### src/rtl/btb_update_queue.sv
// Buffers resolved taken-branch (PC, target) pairs and drains one per cycle into the BTB write port.
// Duplicate PCs are coalesced so a stale target can never be written after a fresh one.
module btb_update_queue #(
  parameter int NUM_RESOLVE   = 2,
  parameter int DEPTH         = 8,
  parameter int DROP_CNT_BITS = 16,
  parameter int ADDR          = 32
) (
  input  logic                          clock,
  input  logic                          reset,
  input  logic [NUM_RESOLVE-1:0]        resolve_valid,
  input  logic [NUM_RESOLVE-1:0]        resolve_taken,
  input  logic [NUM_RESOLVE*ADDR-1:0]   resolve_branch_PC,
  input  logic [NUM_RESOLVE*ADDR-1:0]   resolve_target_PC,
  output logic                          resolving_valid,
  output logic [ADDR-1:0]               resolving_branch_PC,
  output logic [ADDR-1:0]               resolving_target_PC,
  output logic [$clog2(DEPTH):0]        queue_count,
  output logic                          queue_full,
  output logic [DROP_CNT_BITS-1:0]      drop_count
);

  localparam int PW = $clog2(DEPTH);
  localparam int CW = PW + 1;
  localparam int DW = DROP_CNT_BITS + 1;

  logic [PW-1:0]   head, tail;
  logic [CW-1:0]   count;
  logic [DEPTH-1:0] ent_valid;
  logic [ADDR-1:0] ent_branch [DEPTH];
  logic [ADDR-1:0] ent_target [DEPTH];

  logic                   pop;
  logic [CW-1:0]          free;
  logic [NUM_RESOLVE-1:0] survive, coal_hit, alloc_hit;
  logic [PW-1:0]          coal_idx  [NUM_RESOLVE];
  logic [PW-1:0]          alloc_idx [NUM_RESOLVE];
  logic [CW-1:0]          n_alloc, n_drop;
  logic [DW-1:0]          drop_sum;

  // resolving_valid is a push-only strobe: the BTB never stalls, so the head pops whenever it is valid.
  assign pop                 = (count != '0);
  assign resolving_valid     = pop;
  assign resolving_branch_PC = ent_branch[head];
  assign resolving_target_PC = ent_target[head];
  assign queue_count         = count;
  assign queue_full          = (count == CW'(DEPTH));
  assign free                = CW'(DEPTH) - count + CW'(pop);
  assign drop_sum            = DW'(drop_count) + DW'(n_drop);

  always_comb begin
    survive   = '0;
    coal_hit  = '0;
    alloc_hit = '0;
    n_alloc   = '0;
    n_drop    = '0;
    for (int i = 0; i < NUM_RESOLVE; i++) begin
      coal_idx[i]  = '0;
      alloc_idx[i] = '0;
    end
    // A younger lane with the same PC supersedes every older one.
    for (int i = 0; i < NUM_RESOLVE; i++) begin
      survive[i] = resolve_valid[i] & resolve_taken[i];
      for (int j = i + 1; j < NUM_RESOLVE; j++) begin
        if (resolve_valid[j] && resolve_taken[j] &&
            resolve_branch_PC[j*ADDR +: ADDR] == resolve_branch_PC[i*ADDR +: ADDR])
          survive[i] = 1'b0;
      end
    end
    for (int i = 0; i < NUM_RESOLVE; i++) begin
      if (survive[i]) begin
        // The head leaving this cycle is excluded so its replacement becomes a fresh entry.
        for (int e = 0; e < DEPTH; e++) begin
          if (ent_valid[e] && ent_branch[e] == resolve_branch_PC[i*ADDR +: ADDR] &&
              !(pop && PW'(e) == head)) begin
            coal_hit[i] = 1'b1;
            coal_idx[i] = PW'(e);
          end
        end
        if (!coal_hit[i]) begin
          if (n_alloc < free) begin
            alloc_hit[i] = 1'b1;
            alloc_idx[i] = tail + n_alloc[PW-1:0];
            n_alloc      = n_alloc + CW'(1);
          end else begin
            n_drop = n_drop + CW'(1);
          end
        end
      end
    end
  end

  always_ff @(posedge clock) begin
    if (reset) begin
      head       <= '0;
      tail       <= '0;
      count      <= '0;
      ent_valid  <= '0;
      drop_count <= '0;
      for (int e = 0; e < DEPTH; e++) begin
        ent_branch[e] <= '0;
        ent_target[e] <= '0;
      end
    end else begin
      if (pop) ent_valid[head] <= 1'b0;
      // Allocation follows the head clear: when full, the freed head slot is reused this cycle.
      for (int i = 0; i < NUM_RESOLVE; i++) begin
        if (coal_hit[i]) ent_target[coal_idx[i]] <= resolve_target_PC[i*ADDR +: ADDR];
        if (alloc_hit[i]) begin
          ent_valid[alloc_idx[i]]  <= 1'b1;
          ent_branch[alloc_idx[i]] <= resolve_branch_PC[i*ADDR +: ADDR];
          ent_target[alloc_idx[i]] <= resolve_target_PC[i*ADDR +: ADDR];
        end
      end
      head       <= head + PW'(pop);
      tail       <= tail + n_alloc[PW-1:0];
      count      <= count + n_alloc - CW'(pop);
      drop_count <= drop_sum[DW-1] ? '1 : drop_sum[DROP_CNT_BITS-1:0];
    end
  end

endmodule
### config.mk
export PLATFORM = sky130hd
export DESIGN_NAME = btb_update_queue
export DESIGN_NICKNAME = d
export VERILOG_FILES = /design/src/rtl/btb_update_queue.sv
export SDC_FILE = /design/constraint.sdc
export NUM_CORES = 1
export LEC_CHECK = 0
export BUFFER_PORTS_ARGS = -buffer_cell sky130_fd_sc_hd__buf_2
export CORE_MARGIN = 5
export CORE_UTILIZATION = 35
export CTS_CLUSTER_DIAMETER = 120
export DETAILED_ROUTE_END_ITERATION = 8
export PLACE_DENSITY_LB_ADDON = 0.15
export SYNTH_ARGS = -nofsm -noshare
export SYNTH_HDL_FRONTEND = slang
export SYNTH_SLANG_ARGS = --single-unit
### constraint.sdc
create_clock -name clock -period 7.3 [get_ports clock]
set_input_delay 0.73 -clock clock [delete_from_list [all_inputs] [get_ports clock]]
set_output_delay 0.73 -clock clock [all_outputs]
set_load 0.1 [all_outputs]
==> results.ini <==
[clock_tree]
cts_tree=done
cts.path.max_buffers=3
cts_hold_buf=0
numCtsBuffers=69
cts_setup_buffers=0
path_clk_slew_ns=0.06
root_buffer=clkbuf_16
cts.sinks=546
cts_resized=0
clk_latency_ns=0.66
h-tree-depth=3

[power_and_ir_drop]
ir_drop_mv=0.4067
p_per_area_mw_per_mm2=320.9
power_leakage_nw=12.88
fin_total_pwr_mw=12.68

[floorplanning]
core_mm2=0.1000
start_util_pct=35.18
die_w_um=327.1
num_io_pins=220
die_y_um=327.1
die-area_mm2=0.1070
rows=116

[grt]
grt_overflow=0
gr-usage-all-layers_pct=31.84
grt_pass1_wl_um=243700
grt_pass1_vias=29207
antenna_found_initial=9
grt_start_max_net_pins=94

[synth]
async_flop_share_pct=0
synth_cell_types=68
synth_edf_count=512
ys.flop_type=edfxtp_1
syn-num-nets=3685
yosysSeqAreaShare_pct=45.63
synth_cells=3530
synth_area_mm2=0.03518
avgSynthCellArea_um2=9.967
yosys_warnings=0
ys_ff_latch=546

[critical_path]
r2r_setup_slack_ns=1.48
arrival_ns=6.23
reg2reg_depth=15
start_kind=register
crit_required_ns=7.71
endpoint_kind=register
critical_path_peak_fanout=32
crit_type=register to register

[placement]
dpl.cell_count=4759
dp_hpwl_um=119300
numPortBuffers=219
gp_congestion=1.100

[finish]
synthToLayoutAreaGrowth_pct=12.32
post-route-util_pct=39.52
drive_gt1_share_pct=14.13
finalNonFillerCells=4893
final_nets=3687
n_fill_cell=9928

[timing]
worst_slew_pin_slew_ns=1.319
setup-violations-final=0
rsz0062_at_grt=no
hold_viol=0
maxSlewViolCount=0
finClkSkew_ns=0.02677
fin_crit_ns=5.822
max_slew_margin_pct=12.05
tns_ns=0
fmax_ghz=0.1718
fin_crit_sh_pct=79.75

[hold_path]
whs_path_depth=3
min_path_type=input pin to register

[route]
vias=30415
drt-total-wl_um=176900
drt-pass1-iter-count=6
drc=0
ant_nets=0
dr.first_iter.drc_count=4109
via_per_inst=6.216
wl_per_cell_um=36.15

[run]
max_cap_viol_count=0

[run_status]
outcome=finished clean

[state kept, by name (all words and copies together), names as in the netlist]
name,cells
ent_valid,8
ent_branch,256
tail,3
drop_count,16
head,3
ent_target,256
queue_count,4
[cells in the mapped netlist, types with 7 or more instances]
library cell  count  share of area [%]
buf_1             9              0.096
nand3b_1         33               0.70
buf_4            12               0.26
nand3_1         253                3.6
a21oi_1          22               0.31
and3_1           10               0.18
mux2i_1         160                4.6
edfxtp_1        512                 44
nand4_1         187                3.3
buf_2           163                2.3
or3_1             7               0.12
inv_1           119                1.3
nand2_1         353                3.8
a22oi_1         256                5.5
nor3_1           38               0.54
o21ai_0         197                2.8
nor2b_1           9               0.16
ha_1             18               0.64
xor2_1          114                2.8
dfxtp_1          34                1.9
xnor2_1         445                 11
a31o_1           35               0.87
nor2_1           29               0.31
nor4_1          109                1.9
o31ai_1          96                2.0
clkbuf_1        187                2.0
a31o_2           31               0.77
[logic make-up (layout without fill, tap and decap cells)]
kind of cell / after synthesis / after routing / share of synthesized area, %
compound gates: 683 / 683 / 13.50
xor+xnor: 559 / 559 / 13.91
fa+ha+maj: 21 / 21 / 0.8108
buf+inv: 497 / 554 / 6.074
flops: 546 / 546 / 45.63
mux: 162 / 162 / 4.616
other cells: 0 / 8 / 0
simple gates: 1062 / 1062 / 15.46
[per-stage QoR]
stage	setup slack (ns)	hold WS, ns	instance area, um2
after floorplan	1.550	0.5597	35190
after global placement	1.265	0.5312	37320
after detailed placement	1.232	0.5416	37320
after CTS	1.596	0.3934	39500
after global routing	1.303	0.4275	39500
final	1.478	0.4259	39520
[placed cells by master (no fill, tap or decap), types with 33 or more instances in the layout]
| cell | synthesis | layout |
|---|---|---|
| o31ai_1 | 96 | 96 |
| dfxtp_1 | 34 | 34 |
| nand3b_1 | 33 | 33 |
| buf_4 | 12 | 74 |
| nand4_1 | 187 | 187 |
| xnor2_1 | 445 | 445 |
| a31o_1 | 35 | 35 |
| inv_1 | 119 | 119 |
| o21ai_0 | 197 | 197 |
| nand3_1 | 253 | 247 |
| nor4_1 | 109 | 108 |
| buf_2 | 163 | 219 |
| xor2_1 | 114 | 114 |
| nand2_1 | 353 | 351 |
| clkbuf_16 | 0 | 71 |
| mux2i_1 | 160 | 160 |
| a22oi_1 | 256 | 256 |
| edfxtp_1 | 512 | 512 |
[worst max-delay path, cell delays in order (launching register included)]
cell	delay, ns
dfxtp_1	0.31
inv_1	0.14
ha_1	0.17
nor3b_4	0.56
o21ai_2	0.29
nor3_1	0.63
nand4_1	0.34
o2111ai_1	0.30
nor4_4	0.14
ha_1	0.21
ha_1	0.22
xnor2_1	0.41
nor2_1	0.14
a31o_4	0.40
or3_2	0.89
a31o_2	0.37
[power breakdown]
part           internal [mW]  switching, mW  total [mW]
Clock                   1.92           1.45        3.38
Sequential              3.75          0.356        4.11
Combinational          0.977           4.22        5.20
[final timing paths]
| kind | from | to |
|---|---|---|
| worst max-delay path | queue_count[2] | ent_target[2][0] |
| worst max register to register | queue_count[2] | ent_target[2][0] |
| worst min-delay path | resolve_target_PC[53] | ent_target[1][21] |
| worst min register to register | drop_count[14] | drop_count[14] |
[routing by layer]
| metal | global-route usage [%] | vias to the layer above | part of all wire (%) |
|---|---|---|---|
| met5 | 0 | - | 0.029 |
| met4 | 13.59 | 8 | 5.0 |
| met3 | 5.616 | 375 | 8.8 |
| met2 | 53.08 | 1841 | 47 |
| met1 | 40.84 | 15142 | 39 |
| li1 | - | 13049 | - |
[area by class of cell]
type	count	area, um2	share of cell area [%]
Multi-Input combinational cell	2487	17290	43.75
Sequential cell	546	16060	40.63
Timing Repair Buffer	305	1892	4.787
Clock buffer	89	1864	4.717
Tap cell	1298	1624	4.109
Inverter	123	461.7	1.168
Clock inverter	37	311.5	0.7883
Antenna cell	8	20.02	0.05066
No activity file was read; power rests on OpenSTA's default activity.
